[src/rtl/mem_pkg.sv]
// Shared encodings, FSM state type and request record for the byte-addressed memory unit.
package mem_pkg;

  localparam logic [1:0] SZ_BYTE = 2'b00;
  localparam logic [1:0] SZ_HALF = 2'b01;
  localparam logic [1:0] SZ_WORD = 2'b10;
  localparam logic [1:0] SZ_ILL  = 2'b11;

  typedef enum logic [1:0] {
    IDLE   = 2'd0,
    WAIT   = 2'd1,
    ACCESS = 2'd2
  } state_e;

  typedef struct packed {
    logic        we;
    logic [1:0]  size;
    logic        sign_ext;
    logic [31:0] addr;
    logic [31:0] wdata;
  } req_t;

  // The illegal size is treated as a word so its range check stays well defined.
  function automatic logic [2:0] bytes_of(input logic [1:0] size);
    case (size)
      SZ_BYTE: bytes_of = 3'd1;
      SZ_HALF: bytes_of = 3'd2;
      default: bytes_of = 3'd4;
    endcase
  endfunction

endpackage

[src/rtl/mem_align.sv]
// Big-endian lane steering: load extraction/extension and store byte enables/lane data.
module mem_align
  import mem_pkg::*;
(
  input  logic [1:0]      i_size,
  input  logic            i_sign_ext,
  input  logic [1:0]      i_off,
  input  logic [3:0][7:0] i_rbytes,
  input  logic [31:0]     i_wdata,
  output logic [31:0]     o_rdata,
  output logic [3:0]      o_be,
  output logic [3:0][7:0] o_wbytes
);

  // Lane k holds the byte at offset k within the aligned word (lane 0 is the MSB).
  logic [7:0]  w_byte;
  logic [15:0] w_half;

  assign w_byte = i_rbytes[i_off];
  assign w_half = {i_rbytes[{i_off[1], 1'b0}], i_rbytes[{i_off[1], 1'b1}]};

  always_comb begin
    o_rdata = '0;
    case (i_size)
      SZ_BYTE: o_rdata = {{24{i_sign_ext & w_byte[7]}}, w_byte};
      SZ_HALF: o_rdata = {{16{i_sign_ext & w_half[15]}}, w_half};
      SZ_WORD: o_rdata = {i_rbytes[0], i_rbytes[1], i_rbytes[2], i_rbytes[3]};
      default: o_rdata = '0;
    endcase
  end

  genvar gi;
  generate
    for (gi = 0; gi < 4; gi++) begin : g_lane
      localparam logic [1:0] LANE = 2'(gi);

      assign o_be[gi] = (i_size == SZ_WORD)
                      | ((i_size == SZ_HALF) & (i_off[1] == LANE[1]))
                      | ((i_size == SZ_BYTE) & (i_off == LANE));

      // Even lane of a half takes the upper store byte.
      assign o_wbytes[gi] = (i_size == SZ_WORD)               ? i_wdata[8*(3-gi) +: 8] :
                            ((i_size == SZ_HALF) && !LANE[0]) ? i_wdata[15:8]          :
                                                                i_wdata[7:0];
    end
  endgenerate

endmodule

[src/rtl/mem_unit_ws.sv]
// Byte-addressed big-endian memory with programmable wait states, req/ready handshake
// and alignment/range error reporting for the multi-cycle datapath.
module mem_unit_ws
  import mem_pkg::*;
#(
  parameter int unsigned DEPTH_BYTES = 256,
  parameter int unsigned WAIT_STATES = 1,
  parameter string       INIT_FILE   = ""
) (
  input  logic        clk,
  input  logic        rst_n,
  input  logic        i_req,
  input  logic        i_we,
  input  logic [1:0]  i_size,
  input  logic        i_sign_ext,
  input  logic [31:0] i_addr,
  input  logic [31:0] i_wdata,
  output logic [31:0] o_rdata,
  output logic        o_ready,
  output logic        o_busy,
  output logic        o_err_align,
  output logic        o_err_range
);

  localparam int AW = $clog2(DEPTH_BYTES);

  state_e      r_state;
  logic [3:0]  r_wait_cnt;
  req_t        r_req;
  logic [31:0] r_rdata;
  logic        r_ready;
  logic        r_busy;
  logic        r_err_align;
  logic        r_err_range;

  logic [7:0]  r_mem [0:DEPTH_BYTES-1];

  logic [AW-1:0]   w_base;
  logic [3:0][7:0] w_rbytes;
  logic [3:0][7:0] w_wbytes;
  logic [3:0]      w_be;
  logic [31:0]     w_ld_data;
  logic            w_err_align;
  logic            w_err_range;
  logic            w_ok;
  logic            w_store_go;

  // Legal accesses never cross a word boundary, so all four lanes share one base.
  assign w_base = r_req.addr[AW-1:0] & ~AW'(3);

  assign w_err_align = (r_req.size == SZ_ILL)
                    || ((r_req.size == SZ_HALF) && r_req.addr[0])
                    || ((r_req.size == SZ_WORD) && (r_req.addr[1:0] != 2'b00));

  // 33-bit sum so addresses near 2^32 cannot wrap back into range.
  assign w_err_range = ({1'b0, r_req.addr} + 33'(bytes_of(r_req.size))) > 33'(DEPTH_BYTES);

  assign w_ok       = !w_err_align && !w_err_range;
  assign w_store_go = (r_state == ACCESS) && r_req.we && w_ok;

  genvar gi;
  generate
    for (gi = 0; gi < 4; gi++) begin : g_rd
      assign w_rbytes[gi] = r_mem[w_base | AW'(gi)];
    end
  endgenerate

  mem_align u_align (
    .i_size     (r_req.size),
    .i_sign_ext (r_req.sign_ext),
    .i_off      (r_req.addr[1:0]),
    .i_rbytes   (w_rbytes),
    .i_wdata    (r_req.wdata),
    .o_rdata    (w_ld_data),
    .o_be       (w_be),
    .o_wbytes   (w_wbytes)
  );

  always_ff @(posedge clk) begin
    if (w_store_go) begin
      for (int k = 0; k < 4; k++) begin
        if (w_be[k]) r_mem[w_base | AW'(k)] <= w_wbytes[k];
      end
    end
  end

  always_ff @(posedge clk or negedge rst_n) begin
    if (!rst_n) begin
      r_state     <= IDLE;
      r_wait_cnt  <= '0;
      r_req       <= '0;
      r_rdata     <= '0;
      r_ready     <= 1'b0;
      r_busy      <= 1'b0;
      r_err_align <= 1'b0;
      r_err_range <= 1'b0;
    end else begin
      r_ready     <= 1'b0;
      r_err_align <= 1'b0;
      r_err_range <= 1'b0;
      case (r_state)
        IDLE: begin
          if (i_req) begin
            r_req <= '{we: i_we, size: i_size, sign_ext: i_sign_ext,
                       addr: i_addr, wdata: i_wdata};
            r_busy     <= 1'b1;
            r_wait_cnt <= '0;
            if (WAIT_STATES > 0) r_state <= WAIT;
            else                 r_state <= ACCESS;
          end
        end
        WAIT: begin
          if (r_wait_cnt == 4'(WAIT_STATES - 1)) begin
            r_wait_cnt <= '0;
            r_state    <= ACCESS;
          end else begin
            r_wait_cnt <= r_wait_cnt + 4'd1;
          end
        end
        ACCESS: begin
          r_ready     <= 1'b1;
          r_busy      <= 1'b0;
          r_err_align <= w_err_align;
          r_err_range <= w_err_range;
          if (!r_req.we && w_ok) r_rdata <= w_ld_data;
          r_state <= IDLE;
        end
        default: r_state <= IDLE;
      endcase
    end
  end

  assign o_rdata     = r_rdata;
  assign o_ready     = r_ready;
  assign o_busy      = r_busy;
  assign o_err_align = r_err_align;
  assign o_err_range = r_err_range;

endmodule
[config.mk]
export PLATFORM = sky130hd
export DESIGN_NAME = mem_unit_ws
export DESIGN_NICKNAME = d
export VERILOG_FILES = /design/src/rtl/mem_pkg.sv /design/src/rtl/mem_align.sv /design/src/rtl/mem_unit_ws.sv
export SDC_FILE = /design/constraint.sdc
export NUM_CORES = 2
export LEC_CHECK = 0
export BUFFER_PORTS_ARGS = -buffer_cell sky130_fd_sc_hd__buf_4
export CAP_MARGIN = 10
export CORE_UTILIZATION = 35
export DETAILED_ROUTE_END_ITERATION = 7
export PLACE_DENSITY_LB_ADDON = 0.12
export SKIP_LAST_GASP = 1
export SYNTH_ARGS = -nofsm -noshare
export SYNTH_HDL_FRONTEND = slang
export SYNTH_SLANG_ARGS = --single-unit
[constraint.sdc]
create_clock -name clk -period 10.5 [get_ports clk]
set_input_delay 0.525 -clock clk [delete_from_list [all_inputs] [get_ports clk]]
set_output_delay 0.525 -clock clk [all_outputs]
set_load 0.03 [all_outputs]
; Yosys cells after proc, flatten, opt, wreduce, memory -nomap -nowiden
; Memory sizes are Yosys's and may differ from the RTL's.
; Cells that the tools add are included.
[totals]
word_cells = 102
n_memories = 1
input_bits = 71
output_inout_bits = 36
ram_bits = 2048
reg_bits = 110
[memory_table]
columns = name, words, width, rd, rd_clocked_by_memory_dff, write_ports, line_no
row1 = r_mem, 256, 8, 4, 0, 4, mem_unit_ws.sv:36  ; logic [7:0] r_mem [0:DEPTH_BYTES-1];
[op_classes]
add_sub_neg = 2
magnitude_cmp = 4
n_reduce_logical = 23
eq_ne = 10
bitwise = 15
n_mux = 35
[ops]
columns = cell, n
row1 = $pmux 32 s3, 1
row2 = $mux 8, 9
row3 = $add 32x3->33, 1
row4 = $gt 33x9->1 const B, 1
row5 = $bmux 8 s2, 1
row6 = $mux 1, 16
row7 = $eq 2x2->1 const B, 5
row8 = $reduce_and 2->1, 5
row9 = $lt 2x3->1 const B, 3
row10 = $and 1x1->1, 8
row11 = $mux 4, 2
row12 = $pmux 4 s2, 1
row13 = $eq 2x1->1 const B, 3
row14 = $logic_and 1x1->1, 6
row15 = $logic_not 2->1, 3
row16 = $or 1x1->1, 6
row17 = $pmux 3 s2, 1
row18 = $reduce_bool 2->1, 3
row19 = $add 4x1->4 const B, 1
row20 = $logic_not 4->1, 1
row21 = $mux 2, 2
row22 = $ne 2x2->1 const B, 2
row23 = $pmux 2 s2, 1
row24 = $logic_not 1->1, 3
row25 = 3 further kinds, 4

; Longest topological paths before layout
[depth]
depth_word = 9
mapped_depth = 16
ltp_nobuf = 12

; Modules after synthesis
; From an unflattened synthesis, not the netlist that was laid out.
[hier_totals]
hier_cells = 4784
hier_area_um2 = 82018.7
[modules_own_cells]
columns = module, cells_each, area_each_um2, n_inst
row1 = mem_unit_ws, 4612, 80747.4, 1
row2 = mem_align, 172, 1271.2, 1

; Worst setup path before layout
; No wires, ideal clock.
[synth_path]
kind = flip-flop to flip-flop
startpoint = reg r_req[65] in the netlist's numbering
endpoint = mem r_mem[4][0], in the netlist r_mem[1][0], enable pin
period_less_slack_ns = 4.758
path_stages_with_launch = 16
required_ns = 10.117
n_path_buf = 4
arrival_ns = 4.375
path_slack_ns = 5.742
cell_sequence = dfrtp_1 > clkbuf_1 > buf_1 > nand3_1 > nand2_1 > ha_1 > a21oi_1 > a211oi_4 > nand3_1 > mux2_1 > o2111ai_1 > or4_4 > or4_1 > clkbuf_1 > clkbuf_1 > nor3_1
[synth_lines]
columns = item, line_no
row1 = start: declaration, mem_unit_ws.sv:29  ; req_t r_req;
row2 = start signal: assignment, mem_unit_ws.sv:104  ; r_req <= '{we: i_we, size: i_size, sign_ext: i_sign_ext,
row3 = end: declaration, mem_unit_ws.sv:36

==> results.md <==
- Clock skew: approximately 74 ps
- Die ar.: between 200000 and 250000 um^2
- DR WL/cell: roughly 40 um
- Leak Pwr: 30.6 nW
- Layout cells sized above 1: approximately 22%
- First DRT Iteration DRCs: roughly 7000
- Total GRT Usage: 27.4%
- Worst Hold Margin: about 280 ps
- Buffers on Ports: roughly 110
- Count leader, synth: edfxtp_1
- Crit Path Class: reg -> reg
- Failing checks: design-rule violations
- Die Span X: around 500 um
- Root cell of the clock tree: clkbuf_16
- Detailed-route DRC error count: 4
- CP Data Arrival Time: 6870 ps
- HPWL after DPL: ~220000 um
- Fin. Hold Viols: 0
- Syn Inst Count: 5090
- Post-route minimum period: between 6000 and 7000 ps
- Critical path fanouts, max: 100
- Post-synthesis area per instance: ~17 um^2
- CTS tree: built
- Largest net degree at the start of global routing: roughly 110
- Pre-Repair DR Iteration Count: 8
- CTS Sinks: around 2200
- Cell area after synthesis: a little under 90000 um^2
- CTS resizes: 0
- Io pins: ~110
- Final net count: approximately 5300
- Critical Path RT: ~11000 ps
- First-pass GRT wire length: between 400000 and 500000 um
- CP max stage cell: nor3_1
- RSZ-0062 raised after global routing: no
- Max-Cap Viols: 0
- Max Clock Freq: between 150 and 200 MHz
- Async SR Flop Fraction: a little over 5%
- Worst Path Buf+Inv: 2
- Clock-pin slew on the worst setup and hold paths: around 60 ps
- Setup TNS Final: 0 ps
- Synth Register Bits: about 2200
- Synth Warn #: 0
- Synth top area share: 71.1%
- Vias per cell: about 6.1
- Synth area leader: edfxtp_1
- Final setup fails: 0
- GPL Wtd Cong: 0.902
- Clock Path Buffers: 3
- Reg-to-Reg End: r_mem[1][3]$_DFFE_PP_
- Synth area leaders: edfxtp_1, a22oi_1, dfrtp_1
- Total CTS buffers: 221
- CP Launch Type: register
- Final design utilization: between 40% and 50%
- Synth cell types: 89
- Seq/Total Area, Yosys: ~74%
- Peak supply drop: approximately 0.00016 V
- Most common flop cell mapped by yosys: edfxtp_1
- Synth top cells by count: edfxtp_1, a22oi_1, nor3_2
- Fillers: 22100
- Top delay family on crit path: simple AND/OR/NAND/NOR gates
- GRT overflow: 0
- Die height: roughly 500 um
- Syn nets: between 5000 and 6000
- Clock Latency Late Sink: slightly below 900 ps
- Initial Util: roughly a third
- CORE AREA: 246000 um^2
- Status: finished, violations left
- Layout Area Growth over Synthesis: 14.9%
- Worst Hold Class: in -> async
- Critical-path cell list: inv_1 > nand3_1 > nand2_1 > ha_1 > a21oi_1 > a211oi_4 > nand3_1 > mux2_1 > o2111ai_1 > or4_4 > or4_4 > buf_12 > nor3_1
- Worst Setup SP: r_req[33]$_DFFE_PN0P_
- Slew headroom: 14.5%
- DRT antenna net count: 0
- Via Count: 53300
- R2r startpoint: r_req[33]$_DFFE_PN0P_
- Detailed-route wire length: approximately 350000 um
- Worst setup EP type: register
- Worst Max-Slew Pin Slew: about 1300 ps
- Vias in the first global route: approximately 52000
- Number of synthesized flops with an enable pin: about 2000
- R2R Setup Slk: approximately 4100 ps
- Critical path's largest stage delay: 1080 ps
- Final period util: between 60% and 70%
- Final Max Tran Viols: 0
- Row Count: around 180
- PD cells: ~250 nW/um^2
- Initial antenna violation count: 13
- Register-to-Register Path Depth: 13
- Post-CTS Setup Repair Bufs: 0
- H-tree depth: 4
- # hold bufs at CTS: 70
==> worst reg2reg max path, stage by stage (launching register included) <==
cell,delay [ps]
dfrtp_1,570
inv_1,280
nand3_1,260
nand2_1,150
ha_1,190
a21oi_1,100
a211oi_4,490
nand3_1,200
mux2_1,250
o2111ai_1,160
or4_4,660
or4_4,890
buf_12,400
nor3_1,1400
==> worst max path at each step <==
stage / slack [ps] / to / depth (start not counted)
3_3_place_gp: 4430 / r_mem[1][6]$_DFFE_PP_ / 14
3_5_place_dp: 4370 / r_mem[3][5]$_DFFE_PP_ / 13
5_1_grt: 3980 / r_mem[3][4]$_DFFE_PP_ / 13
2_1_floorplan: 5740 / r_mem[1][0]$_DFFE_PP_ / 15
4_1_cts: 4360 / r_mem[3][6]$_DFFE_PP_ / 13
6_report: 4120 / r_mem[1][3]$_DFFE_PP_ / 13
==> cell families (layout without fill, tap and decap cells) <==
logic type      count (synthesis)  in the layout  share of synthesized area, %
xor+xnor                       11             11                         0.111
other cells                     0              8                             0
fa+ha+maj                       5              5                        0.0724
compound gates               1161           1161                          10.2
flops                        2158           2158                          74.3
simple gates                  926            926                          7.28
buf+inv                       436            798                          2.30
mux                           393            393                          5.67
==> metrics by stage <==
step	cell area (um^2)	total power, W	instances	worst slack, ps
2_1_floorplan	86400	0.0134	5090	5740
3_3_place_gp	91400	0.0167	8189	4430
3_5_place_dp	91400	0.0167	8189	4370
4_1_cts	99300	0.0246	8670	4360
5_1_grt	99300	0.0251	8673	3980
6_report	99300	0.0246	8680	4120
==> where the power goes <==
group	switching, W	leakage, nW	total [W]	internal [W]
combinational	0.00465	7.25	0.00596	0.00131
clock	0.00351	3.54	0.00802	0.00451
sequential	0.000231	19.8	0.0107	0.0104
total	0.00839	30.6	0.0246	0.0162
==> cells in the final DEF, fill, tap and decap left out, drive strengths merged, types with 23 or more instances in the layout <==
| master | n |
|---|---|
| buf | 280 |
| a22oi | 394 |
| nor4 | 26 |
| a31oi | 61 |
| nand3 | 46 |
| dfrtp | 110 |
| nand4b | 34 |
| nor3 | 291 |
| a21oi | 104 |
| bufinv | 25 |
| clkinv | 104 |
| a41oi | 24 |
| mux2 | 200 |
| a221oi | 118 |
| a222oi | 23 |
| o21ai | 74 |
| mux4 | 56 |
| edfxtp | 2048 |
| inv | 45 |
| dlygate4sd3 | 70 |
| clkbuf | 268 |
| mux2i | 137 |
| nor2 | 82 |
| a2111oi | 39 |
| nand2 | 213 |
| nand4 | 39 |
| o22ai | 34 |
| a22o | 78 |
| a221o | 41 |
==> area by class of cell <==
class	instances	area, um^2	area share, %
Inverter	37	144	0.145
Antenna cell	8	20.0	0.0202
Multi-Input combinational cell	2496	20600	20.8
Sequential cell	2158	64300	64.7
Clock buffer	268	5730	5.77
Clock inverter	143	1500	1.51
Timing Repair Buffer	350	2990	3.01
Tap cell	3220	4030	4.06
==> state kept, by name, indices dropped and copies added, names as in the netlist <==
| signal | cells |
|---|---|
| o_err_range | 1 |
| r_mem | 2048 |
| r_req | 68 |
| r_state | 2 |
| o_ready | 1 |
| o_err_align | 1 |
| o_busy | 1 |
| o_rdata | 32 |
| r_wait_cnt | 4 |
==> layer usage <==
layer  part of all wire [%]  vias up  global-route usage (%)
met5                 0.0037        -                       0
met3                    8.8      549                    6.42
li1                       -    21400                       -
met1                     41    28500                    37.0
met4                    4.4        2                    10.8
met2                     46     2874                    42.7
Note: power is estimated with default switching activity, not from simulation.
